===== src/rtl/fir_pkg.sv =====
// Shared definitions for the FIR band sequencer, filter and coefficient ROM.
package fir_pkg;

  typedef enum logic [1:0] {
    S_IDLE  = 2'd0,
    S_RUN   = 2'd1,
    S_DRAIN = 2'd2
  } state_e;

  localparam int TAPS_DEF  = 1021;
  localparam int DEPTH_DEF = 1024;
  localparam int AW_DEF    = 10;
  localparam int DRAIN_DEF = 2;

endpackage


===== src/rtl/fir_seq_ctrl_if.sv =====
// Sample-strobe / queue-address / filter-control bundle of one FIR band.
interface fir_seq_ctrl_if #(
  parameter int AW = 10
);
  logic          smpl_vld;
  logic          wr_en;
  logic [AW-1:0] wr_addr;
  logic [AW-1:0] rd_addr;
  logic          sequencing;
  logic          out_vld;
  logic          busy;
  logic          full;
  logic          overrun;

  // Codec / system side: presents samples, observes status.
  modport master (
    output smpl_vld,
    input  wr_en, wr_addr, rd_addr, sequencing, out_vld, busy, full, overrun
  );

  // Sequencer side.
  modport slave (
    input  smpl_vld,
    output wr_en, wr_addr, rd_addr, sequencing, out_vld, busy, full, overrun
  );
endinterface


===== src/rtl/fir_queue_ptr.sv =====
// Circular sample-queue write pointer and fill tracking.
// fill_cnt saturates at TAPS; once full, the queue always holds a whole
// filter window behind the write pointer.
module fir_queue_ptr #(
  parameter int TAPS  = 1021,
  parameter int DEPTH = 1024,
  parameter int AW    = 10
) (
  input  logic          clk,
  input  logic          rst_n,
  input  logic          smpl_vld,
  output logic [AW-1:0] wr_ptr,
  output logic [AW-1:0] wr_ptr_next,
  output logic          full,
  output logic          full_next
);
  localparam int FW = $clog2(TAPS + 1);

  logic [AW-1:0] wr_ptr_r;
  logic [FW-1:0] fill_cnt_r;
  logic [FW-1:0] fill_next_s;
  logic          full_r;

  // Next write pointer and saturating fill count for this cycle's sample.
  always_comb begin
    wr_ptr_next = wr_ptr_r;
    fill_next_s = fill_cnt_r;
    if (smpl_vld) begin
      if (wr_ptr_r == AW'(DEPTH - 1)) begin
        wr_ptr_next = '0;
      end else begin
        wr_ptr_next = wr_ptr_r + AW'(1);
      end
      if (fill_cnt_r != FW'(TAPS)) begin
        fill_next_s = fill_cnt_r + FW'(1);
      end else begin
        fill_next_s = fill_cnt_r;
      end
    end else begin
      wr_ptr_next = wr_ptr_r;
      fill_next_s = fill_cnt_r;
    end
  end

  assign full_next = (fill_next_s == FW'(TAPS));

  // Pointer, fill count and sticky full flag registers.
  always_ff @(posedge clk or negedge rst_n) begin
    if (!rst_n) begin
      wr_ptr_r   <= '0;
      fill_cnt_r <= '0;
      full_r     <= 1'b0;
    end else begin
      wr_ptr_r   <= wr_ptr_next;
      fill_cnt_r <= fill_next_s;
      full_r     <= full_next;
    end
  end

  assign wr_ptr = wr_ptr_r;
  assign full   = full_r;
endmodule


===== src/rtl/fir_seq_ctrl.sv =====
// FIR band sequencer: walks the read address over the last TAPS samples
// once per incoming sample, then waits out the pipeline and flags out_vld.
// One sample arriving during a run is remembered (pend); a second one is
// an overrun.
module fir_seq_ctrl
  import fir_pkg::*;
#(
  parameter int TAPS  = TAPS_DEF,
  parameter int DEPTH = DEPTH_DEF,
  parameter int AW    = AW_DEF,
  parameter int DRAIN = DRAIN_DEF
) (
  input logic           clk,
  input logic           rst_n,
  fir_seq_ctrl_if.slave bus
);
  localparam int KW = (TAPS < 2) ? 1 : $clog2(TAPS);
  localparam int DW = (DRAIN < 2) ? 1 : $clog2(DRAIN);

  state_e        state_r;
  logic [KW-1:0] k_r;
  logic [DW-1:0] drain_cnt_r;
  logic [AW-1:0] rd_addr_r;
  logic          seq_r;
  logic          out_vld_r;
  logic          pend_r;
  logic          overrun_r;

  logic [AW-1:0] wr_ptr;
  logic [AW-1:0] wr_ptr_next;
  logic          full;
  logic          full_next;
  logic          busy_s;
  logic          start_s;

  fir_queue_ptr #(
    .TAPS  (TAPS),
    .DEPTH (DEPTH),
    .AW    (AW)
  ) u_queue_ptr (
    .clk         (clk),
    .rst_n       (rst_n),
    .smpl_vld    (bus.smpl_vld),
    .wr_ptr      (wr_ptr),
    .wr_ptr_next (wr_ptr_next),
    .full        (full),
    .full_next   (full_next)
  );

  assign busy_s  = (state_r != S_IDLE);
  assign start_s = (bus.smpl_vld || pend_r) && full_next;

  // Sequencer FSM with run/drain counters and all registered outputs.
  always_ff @(posedge clk or negedge rst_n) begin
    if (!rst_n) begin
      state_r     <= S_IDLE;
      k_r         <= '0;
      drain_cnt_r <= '0;
      rd_addr_r   <= '0;
      seq_r       <= 1'b0;
      out_vld_r   <= 1'b0;
      pend_r      <= 1'b0;
      overrun_r   <= 1'b0;
    end else begin
      out_vld_r <= 1'b0;
      // A sample landing mid-run is queued; a second one is lost.
      if (busy_s && bus.smpl_vld) begin
        pend_r <= 1'b1;
        if (pend_r) begin
          overrun_r <= 1'b1;
        end
      end
      case (state_r)
        S_IDLE: begin
          if (start_s) begin
            // Oldest sample of the window, counting the one written now.
            rd_addr_r <= wr_ptr_next - AW'(TAPS);
            k_r       <= '0;
            pend_r    <= 1'b0;
            seq_r     <= 1'b1;
            state_r   <= S_RUN;
          end
        end
        S_RUN: begin
          rd_addr_r <= rd_addr_r + AW'(1);
          if (k_r == KW'(TAPS - 1)) begin
            k_r         <= '0;
            seq_r       <= 1'b0;
            drain_cnt_r <= '0;
            state_r     <= S_DRAIN;
          end else begin
            k_r <= k_r + KW'(1);
          end
        end
        S_DRAIN: begin
          if (drain_cnt_r == DW'(DRAIN - 1)) begin
            out_vld_r <= 1'b1;
            state_r   <= S_IDLE;
          end else begin
            drain_cnt_r <= drain_cnt_r + DW'(1);
          end
        end
        default: begin
          seq_r   <= 1'b0;
          state_r <= S_IDLE;
        end
      endcase
    end
  end

  assign bus.wr_en      = bus.smpl_vld;
  assign bus.wr_addr    = wr_ptr;
  assign bus.rd_addr    = rd_addr_r;
  assign bus.sequencing = seq_r;
  assign bus.out_vld    = out_vld_r;
  assign bus.busy       = busy_s;
  assign bus.full       = full;
  assign bus.overrun    = overrun_r;
endmodule


===== src/flat_wrapper.sv =====
// flat-port wrapper written by rule: the top's interface ports become plain ports
module fir_seq_ctrl_flat import fir_pkg::*;
#(
  parameter int TAPS  = TAPS_DEF,
  parameter int DEPTH = DEPTH_DEF,
  parameter int AW    = AW_DEF,
  parameter int DRAIN = DRAIN_DEF
)
  (clk, rst_n, bus_smpl_vld, bus_wr_en, bus_wr_addr, bus_rd_addr, bus_sequencing, bus_out_vld, bus_busy, bus_full, bus_overrun);
  fir_seq_ctrl_if #(.AW(AW)) bus_i ();
  input logic clk;
  input logic rst_n;
  input wire logic [$bits(bus_i.smpl_vld)-1:0] bus_smpl_vld;
  output wire logic [$bits(bus_i.wr_en)-1:0] bus_wr_en;
  output wire logic [$bits(bus_i.wr_addr)-1:0] bus_wr_addr;
  output wire logic [$bits(bus_i.rd_addr)-1:0] bus_rd_addr;
  output wire logic [$bits(bus_i.sequencing)-1:0] bus_sequencing;
  output wire logic [$bits(bus_i.out_vld)-1:0] bus_out_vld;
  output wire logic [$bits(bus_i.busy)-1:0] bus_busy;
  output wire logic [$bits(bus_i.full)-1:0] bus_full;
  output wire logic [$bits(bus_i.overrun)-1:0] bus_overrun;
  assign bus_i.smpl_vld = bus_smpl_vld;
  assign bus_wr_en = bus_i.wr_en;
  assign bus_wr_addr = bus_i.wr_addr;
  assign bus_rd_addr = bus_i.rd_addr;
  assign bus_sequencing = bus_i.sequencing;
  assign bus_out_vld = bus_i.out_vld;
  assign bus_busy = bus_i.busy;
  assign bus_full = bus_i.full;
  assign bus_overrun = bus_i.overrun;
  fir_seq_ctrl #(.TAPS(TAPS), .DEPTH(DEPTH), .AW(AW), .DRAIN(DRAIN)) u_core (.clk(clk), .rst_n(rst_n), .bus(bus_i));
endmodule

===== config.mk =====
export PLATFORM = sky130hd
export DESIGN_NAME = fir_seq_ctrl_flat
export DESIGN_NICKNAME = d
export VERILOG_FILES = /design/src/rtl/fir_pkg.sv /design/src/rtl/fir_seq_ctrl_if.sv /design/src/rtl/fir_queue_ptr.sv /design/src/rtl/fir_seq_ctrl.sv /design/src/flat_wrapper.sv
export SDC_FILE = /design/constraint.sdc
export NUM_CORES = 1
export LEC_CHECK = 0
export BUFFER_PORTS_ARGS = -buffer_cell sky130_fd_sc_hd__buf_2
export CAP_MARGIN = 20
export CORE_MARGIN = 2
export CORE_UTILIZATION = 25
export DETAILED_ROUTE_END_ITERATION = 8
export PLACE_DENSITY = 0.4
export REMOVE_ABC_BUFFERS = 1
export SETUP_SLACK_MARGIN = 0.1
export SYNTH_ARGS = -nofsm -noshare
export SYNTH_HDL_FRONTEND = slang
export SYNTH_SLANG_ARGS = --single-unit

===== constraint.sdc =====
create_clock -name clk -period 3.2 [get_ports clk]
set_input_delay 0.48 -clock clk [delete_from_list [all_inputs] [get_ports clk]]
set_output_delay 0.48 -clock clk [all_outputs]
set_load 0.03 [all_outputs]

==> impl_metrics.tcl, run 1 <==
set metrics [dict create \
    crit_path_cell_trace "ha_1 -> and4_1 -> and2_1 -> a221oi_2 -> nand4_4 -> nor3_2 -> buf_4 -> a211oi_1 -> a211oi_1" \
    final-max-slew-violation-count 0 \
    asyncSetResetFlopFracSynth 1.000 \
    grt_max_degree 26 \
    clkLatencyLatePin_ns 0.29 \
    dieHeight_um 110.6 \
    ys_seq_elements 48 \
    drt_iter0_markers 100 \
    mostFrequentLayoutCells "dfrtp_1, nor2_1, nand2_1" \
    timing.fmax_mhz 390.3 \
    drc 0 \
    clock_skew_ns 0.006120 \
    length_of_the_first_detailed_routing_pass_in_iterations 4 \
    fin_nets 341 \
    finalSetupViolations 0 \
    vias_after_detailed_routing 2269 \
    cp_max_fo 11 \
    start_kind "register" \
    critical-path-top-cell-by-count "a211oi_1" \
    global_route_wire_length_before_repair_mm 10.90 \
    die_w_um 110.6 \
    final_layout_size_suffix_gt1_frac 0.1813 \
    r2r_start "u_core.u_queue_ptr.fill_cnt_r[0]$_DFF_PN0_" \
    layout_stage_area_growth_over_the_synthesis_result_pct 15.91 \
    post_cts_buffers 0 \
    clk_pin_slew_worst_paths_ns 0.07 \
    tightestPinTransition_ns 0.8006 \
    initial_util 0.2585 \
    ctsRootBufferMaster "clkbuf_16" \
    antenna_cells 0 \
    global_route.usage.total 0.1099 \
    cts-resized-gates 0 \
    timing.critical_path.slowest_stage_cell "dfrtp_1" \
    yosysUniqueCellTypes 64 \
    clk_path_buf_depth 2 \
    power.density_cell_area_mw_per_mm2 612.8 \
    antenna_violations_before_repair 0 \
    synth.avg_cell_area_um2 9.495 \
    leakage_nw 1.465 \
    gpl.final_weighted_congestion 0.7497 \
    layout_worst_path_cycle_share 0.8006 \
    timing.final.hold_violations 0 \
    cts_sinks 48 \
    detail_route.wl_per_cell_um 13.94 \
    total_power_mw 2.017 \
    h_tree_depth_reported_by_cts 2 \
    synth_warnings 0 \
    synthesis.area_mm2 0.002839 \
    grt_overflow_total 0 \
    timing.final.crit_period_ns 2.562 \
    cts_buffers 5 \
    vdd_drop_max_mv 0.2659 \
    fp.dieArea_mm2 0.01222 \
    cp-startpoint "u_core.u_queue_ptr.fill_cnt_r[0]$_DFF_PN0_" \
    cp.required_ns 3.40 \
    timing.critical_path.to_type "register" \
    synth_seq_area_share 0.4231 \
    detail-route-antenna-nets 0 \
    crit_buf_inv 1 \
    worst_slew_margin_rel 0.4638 \
    final.setup.tns_ns 0 \
    postCtsHoldBufs 0 \
    syn-instance-count 299 \
    port_buffers 28 \
    max_cap_viol_count 0 \
    data_arrival_at_the_endpoint_of_the_critical_path_ns 2.76 \
    outcome "finished, final reports clean" \
    floorplan.rows 38 \
    crit_family "simple AND/OR/NAND/NOR gates" \
    fin_ws_ns 0.6381 \
    most_frequent_standard_cell_in_the_layout_excluding_fill_and_tap_cells "dfrtp_1" \
    yosys_most_used_dff "dfrtp_1" \
    clock_tree_from_tritoncts "done" \
    synth-edff-count 0 \
    grt_setup_unrepaired "false" \
    avgViaCountPerCell 4.817 \
    place_ws_ns 0.6184 \
    path_class "reg2reg" \
    io_pins 29 \
    max_stage_delay_ns 0.46 \
    floorplan.core_area_mm2 0.01098 \
    routed_wirelength_mm 6.567 \
    dp_hpwl_mm 4.845 \
    min_path_type "in2async" \
    first_global_vias 2158 \
]
==> final cells by class <==
cell class                 instances  area [um2]
fill                            1170        7692
sequential                        48        1201
multi-input combinational        230        1539
timing repair buffer              32       170.2
inverter                          14       52.55
clock buffer                       7       152.6
tap                              140       175.2
==> final timing paths <==
path / end / slack (ns) / depth (start not counted)
worst max-delay path: u_core.bus.rd_addr[4]$_DFFE_PN0P_ / 0.64 / 9
worst min-delay path: u_core.u_queue_ptr.wr_ptr[9]$_DFF_PN0_ / 0.20 / 1
worst max register to register: u_core.bus.rd_addr[4]$_DFFE_PN0P_ / 0.64 / 9
worst min register to register: u_core.bus.overrun$_DFFE_PN0P_ / 0.48 / 1
max in group asynchronous: u_core.k_r[4]$_DFFE_PN0P_ / 2.22 / 2
min in group clk: u_core.bus.overrun$_DFFE_PN0P_ / 0.48 / 1
==> state kept, by name (all words and copies together), names as in the netlist <==
register                       count
u_core.bus.rd_addr                10
u_core.k_r                        10
u_core.u_queue_ptr.fill_cnt_r     10
u_core.u_queue_ptr.wr_ptr         10
u_core.state_r                     2
u_core.bus.out_vld                 1
u_core.bus.overrun                 1
u_core.bus.sequencing              1
u_core.drain_cnt_r                 1
u_core.pend_r                      1
u_core.u_queue_ptr.full            1
==> layer usage <==
layer / routed length, um / global-route usage / up-vias / share of wire
li1: - / - / 1148 / -
met1: 3385 / 0.1479 / 1092 / 0.52
met2: 2941 / 0.1767 / 24 / 0.45
met3: 154 / 0.02305 / 5 / 0.023
met4: 85 / 0.03500 / 0 / 0.013
met5: 0 / 0 / - / 0
==> per-stage QoR <==
stage	instance area [um2]	std cells	hold slack, ns	utilization
after CTS	3291	471	0.2403	0.2996
after floorplan	2793	292	0.1844	-
after global placement	3138	464	0.4617	0.2857
after detailed placement	3138	464	0.4657	0.2857
after global routing	3291	471	0.2571	0.2996
final	3291	471	0.2023	0.2996
==> cells by family (layout without fill, tap and decap cells) <==
| family | Yosys count | count (layout) | synth area share |
|---|---|---|---|
| AO/OA/AOI/OAI | 64 | 64 | 0.1547 |
| XOR/XNOR | 20 | 20 | 0.06435 |
| adder cells (fa/ha/maj) | 7 | 7 | 0.03085 |
| buffers and inverters | 21 | 53 | 0.03481 |
| flip-flops | 48 | 48 | 0.4231 |
| multiplexers | 3 | 3 | 0.01058 |
| AND/OR/NAND/NOR | 136 | 136 | 0.2816 |
==> synthesized netlist by cell type, types with 2 or more instances <==
cell type / number / area share
a21oi_1: 17 / 0.030
a211oi_2: 2 / 0.0088
dfrtp_1: 48 / 0.42
nand4_1: 7 / 0.015
nor2b_1: 3 / 0.0066
o21a_1: 3 / 0.0079
nand3b_1: 2 / 0.0053
nand3_1: 12 / 0.021
a211oi_1: 3 / 0.0079
nand2b_1: 3 / 0.0066
mux2i_1: 3 / 0.011
xor2_1: 7 / 0.022
o21ai_0: 12 / 0.021
nor3_1: 7 / 0.012
nand2_1: 31 / 0.041
and3_1: 7 / 0.015
xnor2_1: 12 / 0.037
nand4_4: 2 / 0.015
a31oi_1: 6 / 0.013
o21ai_1: 2 / 0.0035
nor2_1: 33 / 0.044
a21o_1: 2 / 0.0053
o31ai_1: 3 / 0.0079
and4_1: 7 / 0.022
and2_1: 3 / 0.0066
or3_1: 2 / 0.0044
buf_4: 3 / 0.0079
ha_1: 7 / 0.031
inv_1: 14 / 0.019
a221o_1: 2 / 0.0071
==> power by group <==
part / switching [mW] / internal (mW)
Combinational: 0.388 / 0.227
Sequential: 0.155 / 0.692
Clock: 0.226 / 0.329
(Power assumes the default switching activity.)
==> run 2: changes to the inputs <==
ABC_AREA = 1   (was not set)
PLACE_DENSITY = 0.42   (was 0.4)
clock period = 2.3 ns   (was 3.2 ns; I/O delays follow)
==> impl_metrics.tcl, run 2 <==
set metrics [dict create \
    ys_seq_elements 48 \
    crit_path_end "u_core.bus.rd_addr[5]$_DFFE_PN0P_" \
    final_layout_size_suffix_gt1_frac 0.2429 \
    dp_hpwl_mm 5.752 \
    clock_skew_ns 0.007972 \
    min_path_type "in2async" \
    fin_nets 469 \
    syn-instance-count 409 \
    layoutNonFillerInstCount 600 \
    finalSetupViolations 0 \
    tightestPinTransition_ns 0.6141 \
    detail_route.wl_per_cell_um 13.02 \
    vdd_drop_max_mv 0.3847 \
    gpl.final_weighted_congestion 0.8485 \
    synth_seq_area_share 0.4090 \
    yosys_most_used_dff "dfrtp_1" \
    cp_max_fo 8 \
    dieHeight_um 112.4 \
    layout_stage_area_growth_over_the_synthesis_result_pct 24.84 \
    power.density_cell_area_mw_per_mm2 809.9 \
    timing.fmax_mhz 458.8 \
    yosys-top-cells-area "dfrtp_1, nand2_1, inv_1" \
    timing.final.hold_violations 0 \
    seq_area_mm2 0.001201 \
    detail-route-antenna-nets 0 \
    asyncSetResetFlopFracSynth 1.000 \
    netlist_top_cells_count "nand2_1, inv_1, dfrtp_1" \
    synthesis.area_mm2 0.002937 \
    drc 0 \
    clk_pin_slew_worst_paths_ns 0.06 \
    synth.avg_cell_area_um2 7.180 \
    fin_ws_ns 0.1205 \
    minimum_setup_slack_among_reg_to_reg_paths_ns 0.12 \
    grt_overflow_total 0 \
    floorplan.rows 39 \
    data_arrival_at_the_endpoint_of_the_critical_path_ns 2.41 \
    post-synth-top-area-fraction 0.4090 \
    max_cap_viol_count 0 \
    antenna_violations_before_repair 0 \
    clock_tree_from_tritoncts "done" \
    netlist.top_cell.by_area "dfrtp_1" \
    die_w_um 112.4 \
    ctsRootBufferMaster "clkbuf_16" \
    timing.critical_path.to_type "register" \
    synth_warnings 0 \
    drt_iter0_markers 127 \
    cts_sinks 48 \
    antenna_cells 0 \
    global_route_wire_length_before_repair_mm 13.06 \
    layout_worst_path_cycle_share 0.9476 \
    h_tree_depth_reported_by_cts 2 \
    start_kind "register" \
    length_of_the_first_detailed_routing_pass_in_iterations 4 \
    place_ws_ns -0.01112 \
    grt_max_degree 25 \
    fp.dieArea_mm2 0.01263 \
    most_frequent_standard_cell_in_the_layout_excluding_fill_and_tap_cells "nand2_1" \
    synth-edff-count 0 \
    cts_buffers 5 \
    initial_util 0.2572 \
    reg2reg_depth 14 \
    multi_input_gate_area_in_the_final_layout_mm2 0.001672 \
    grt_setup_unrepaired "true" \
    avgViaCountPerCell 4.507 \
    final-max-slew-violation-count 0 \
    leakage_nw 1.881 \
    cp-startpoint "u_core.u_queue_ptr.fill_cnt_r[1]$_DFF_PN0_" \
    io_pins 29 \
    worst_slew_margin_rel 0.5906 \
    global_route.usage.total 0.1292 \
    clkLatencyLatePin_ns 0.29 \
    vias_after_detailed_routing 2704 \
    total_power_mw 2.969 \
    yosysUniqueCellTypes 34 \
    first_global_vias 2626 \
    postCtsHoldBufs 0 \
    fill_cells 1255 \
    placed_cells 591 \
    port_buffers 28 \
    cp.required_ns 2.53 \
    yosysMostFrequentCell "nand2_1" \
    routed_wirelength_mm 7.812 \
    path_class "reg2reg" \
    r2r_start "u_core.u_queue_ptr.fill_cnt_r[1]$_DFF_PN0_" \
    mostFrequentLayoutCells "nand2_1, inv_1, dfrtp_1" \
    clk_path_buf_depth 2 \
    timing.final.crit_period_ns 2.179 \
    floorplan.core_area_mm2 0.01142 \
    rr_endpoint "u_core.bus.rd_addr[5]$_DFFE_PN0P_" \
    outcome "finished, final reports clean" \
]
==> run 2: worst min path at each step <==
stage               startpoint                                 to  slack, ns
floorplan                rst_n       u_core.bus.out_vld$_DFF_PN0_       0.05
global placement         rst_n  u_core.u_queue_ptr.full$_DFF_PN0_       0.39
detailed placement       rst_n  u_core.u_queue_ptr.full$_DFF_PN0_       0.39
CTS                      rst_n  u_core.u_queue_ptr.full$_DFF_PN0_       0.08
global route             rst_n  u_core.u_queue_ptr.full$_DFF_PN0_       0.11
finish                   rst_n  u_core.u_queue_ptr.full$_DFF_PN0_       0.06
==> run 2: per-layer routing <==
metal  share of wire  global-route usage  wire length [um]
met5               0                   0                 0
met4           0.011             0.04228                85
met3           0.026             0.02484               205
met2            0.44              0.1912              3465
met1            0.52              0.1897              4056
==> run 2: what timing repair did <==
action / in CTS / in global routing
resized for setup: 8 / 36
gates cloned: 0 / 2
buffers inserted: 0 / 2
endpoints found under the setup margin: 20 / 23
pin swaps: 1 / 19
==> run 2: critical path, cell delays in order, from the launching register on <==
cell and delay, ns:
dfrtp_1 0.39, inv_1 0.06, ha_2 0.18, nand2_2 0.07
nor2_4 0.05, nand3_4 0.16, buf_4 0.14, nand2_1 0.05
nand2_1 0.08, nand3_1 0.16, nor2_4 0.14, nand4_4 0.16
a21oi_4 0.32, nand2_1 0.10, nand2_1 0.07
==> run 2: stage by stage <==
stage	hold WS, ns	utilization	instance area, um2	setup TNS [ns]
final	0.06057	0.3211	3666	0
after CTS	0.07586	0.3066	3501	0
after floorplan	0.04941	-	2884	0
after global routing	0.1086	0.3211	3666	-0.2180
after global placement	0.3909	0.2924	3338	0
after detailed placement	0.3908	0.2924	3338	-0.01112
==> run 2: area by class of cell <==
type | instances | share of cell area
clock buffers | 5 | 0.03413
well taps | 143 | 0.04881
flip-flops and latches | 48 | 0.3276
repair buffers | 48 | 0.07918
multi-input cells | 303 | 0.4560
inverters | 53 | 0.05427
==> run 2: cell families (layout without fill, tap and decap cells) <==
family / Yosys count / in the layout / synth area share
AOI/OAI and AO/OA: 46 / 46 / 0.09417
xor gates and xnor gates: 5 / 5 / 0.01491
adders and majority gates: 7 / 7 / 0.02982
buffers and inverters: 60 / 106 / 0.08564
DFF: 48 / 48 / 0.4090
and+or+nand+nor: 243 / 245 / 0.3664
==> run 2: where the power goes <==
| group | internal (mW) | total (mW) | switching (mW) |
|---|---|---|---|
| logic | 0.406 | 1.16 | 0.755 |
| clock network | 0.385 | 0.687 | 0.302 |
| registers | 0.972 | 1.12 | 0.150 |
==> run 3: changes to the inputs <==
PLACE_DENSITY = not set   (was 0.42)
==> impl_metrics.tcl, run 3 (same netlist as run 2, synthesis figures left out) <==
set metrics [dict create \
    antenna_cells 0 \
    crit_family "simple AND/OR/NAND/NOR gates" \
    floorplan.core_area_mm2 0.01142 \
    cp-startpoint "u_core.u_queue_ptr.fill_cnt_r[1]$_DFF_PN0_" \
    antenna_violations_before_repair 0 \
    crit_buf_inv 1 \
    clk_path_buf_depth 2 \
    final-max-slew-violation-count 0 \
    cp.required_ns 2.46 \
    most_frequent_standard_cell_in_the_layout_excluding_fill_and_tap_cells "nand2_1" \
    path_class "reg2reg" \
    fin_nets 465 \
    detail-route-antenna-nets 0 \
    outcome "finished, final reports clean" \
    timing.critical_path.to_type "register" \
    grt_setup_unrepaired "true" \
    timing.critical_path.slowest_stage_cell "dfrtp_1" \
    final_layout_size_suffix_gt1_frac 0.2456 \
    ctsRootBufferMaster "clkbuf_16" \
    vdd_drop_max_mv 0.3248 \
    dp_hpwl_mm 5.367 \
    start_kind "register" \
    avgViaCountPerCell 4.614 \
    postCtsHoldBufs 0 \
    timing.fmax_mhz 460.1 \
    routed_wirelength_mm 7.579 \
    mostFrequentLayoutCells "nand2_1, inv_1, dfrtp_1" \
    r2r_start "u_core.u_queue_ptr.fill_cnt_r[1]$_DFF_PN0_" \
    final.setup.tns_ns 0 \
    dieHeight_um 112.4 \
    tightestPinTransition_ns 0.5692 \
    power.density_cell_area_mw_per_mm2 826.3 \
    rr_endpoint "u_core.k_r[9]$_DFFE_PN0P_" \
    crit_path_end "u_core.k_r[9]$_DFFE_PN0P_" \
    grt_overflow_total 0 \
    finalSetupViolations 0 \
    crit_path_cell_trace "inv_1 -> ha_2 -> nand2_2 -> nor2_4 -> nand3_4 -> nand2_2 -> nand2_2 -> nand2_2 -> nand2_2 -> nor2_4 -> nand4_4 -> nand2_8 -> nand2_8 -> nand2_2 -> o21ai_1" \
    grt_max_degree 25 \
    cp_max_fo 8 \
    max_stage_delay_ns 0.40 \
    gpl.final_weighted_congestion 0.8255 \
    max_cap_viol_count 0 \
    drt_iter0_markers 149 \
    first_global_vias 2715 \
    port_buffers 28 \
    worst_slew_margin_rel 0.6205 \
    global_route_wire_length_before_repair_mm 12.30 \
    die_w_um 112.4 \
    reg2reg_depth 15 \
    timing.final.crit_period_ns 2.173 \
    cts_buffers 5 \
    layout_stage_area_growth_over_the_synthesis_result_pct 25.91 \
    detail_route.wl_per_cell_um 12.65 \
    layout_worst_path_cycle_share 0.9449 \
    place_ws_ns -0.03860 \
    critical-path-top-cell-by-count "nand2_2" \
    leakage_nw 1.892 \
    fp.dieArea_mm2 0.01263 \
    clock_tree_from_tritoncts "done" \
    clk_pin_slew_worst_paths_ns 0.07 \
    h_tree_depth_reported_by_cts 2 \
    data_arrival_at_the_endpoint_of_the_critical_path_ns 2.33 \
    clock_skew_ns 0.006488 \
    timing.hold.ws_ns 0.03914 \
    initial_util 0.2572 \
    io_pins 29 \
    minimum_setup_slack_among_reg_to_reg_paths_ns 0.13 \
    path_depth 15 \
    min_path_type "in2async" \
    length_of_the_first_detailed_routing_pass_in_iterations 5 \
    global_route.usage.total 0.1170 \
    timing.final.hold_violations 0 \
    cts_sinks 48 \
    vias_after_detailed_routing 2764 \
    floorplan.rows 39 \
    drc 0 \
    clkLatencyLatePin_ns 0.29 \
    fin_ws_ns 0.1267 \
]
-- run 3: changes by cell type in the layout (fill, tap and decap cells not counted), moves of 2 or more --
cell,previous run,this run
buf_4,20,15
ha_1,6,4
nand3_2,4,2
o21ai_0,16,13
nand2_4,2,4
o21ai_1,5,9
nor2_2,2,4
nand2_2,24,22
-- run 3: area by class of cell --
type	count	area, um2
inverter	53	198.9
tap	143	178.9
clock inverter	2	13.76
timing repair buffer	44	264.0
multi-input combinational	303	1700
clock buffer	6	138.9
sequential	48	1202
fill	1260	7721
-- run 3: timing repair --
item,in CTS,in global routing
buffers inserted,0,6
resized for setup,9,45
pin swaps,0,12
gates cloned,0,2
setup endpoints to repair,14,22
-- run 3: worst min-delay path by stage --
| stage | from | end | slack [ns] | cells past startpoint |
|---|---|---|---|---|
| floorplan | rst_n | u_core.bus.out_vld$_DFF_PN0_ | 0.05 | 0 |
| global placement | rst_n | u_core.k_r[5]$_DFFE_PN0P_ | 0.36 | 1 |
| detailed placement | rst_n | u_core.k_r[4]$_DFFE_PN0P_ | 0.37 | 1 |
| CTS | rst_n | u_core.bus.overrun$_DFFE_PN0P_ | 0.06 | 1 |
| global route | rst_n | u_core.k_r[5]$_DFFE_PN0P_ | 0.09 | 1 |
| finish | rst_n | u_core.bus.out_vld$_DFF_PN0_ | 0.04 | 1 |
-- run 3: report_power, final --
| group | switching [mW] | leakage [nW] | total (mW) | internal [mW] |
|---|---|---|---|---|
| combinational | 0.754 | 1.24 | 1.15 | 0.399 |
| clock | 0.343 | 0.0772 | 0.779 | 0.436 |
| sequential | 0.152 | 0.576 | 1.12 | 0.971 |
-- run 3: metrics by stage --
stage	util	total power, mW	instances	cell area, um2
floorplan	-	1.802	402	2884
global placement	0.2871	2.062	583	3278
detailed placement	0.2871	2.086	583	3278
CTS	0.3035	2.888	591	3466
global route	0.3238	3.265	599	3697
finish	0.3238	3.055	599	3697
-- run 3: worst register-to-register path: stages (launching register included) --
cell	delay (ns)
dfrtp_1	0.40
inv_1	0.06
ha_2	0.17
nand2_2	0.06
nor2_4	0.14
nand3_4	0.15
nand2_2	0.11
nand2_2	0.05
nand2_2	0.09
nand2_2	0.07
nor2_4	0.13
nand4_4	0.17
nand2_8	0.17
nand2_8	0.10
nand2_2	0.09
o21ai_1	0.06
-- run 3: metal layers --
metal | track usage | vias up | part of all wire
met4 | 0.03252 | 0 | 0.012
met2 | 0.2020 | 42 | 0.49
met1 | 0.1508 | 1327 | 0.47
met3 | 0.02106 | 7 | 0.026
li1 | - | 1388 | -
met5 | 0 | - | 0
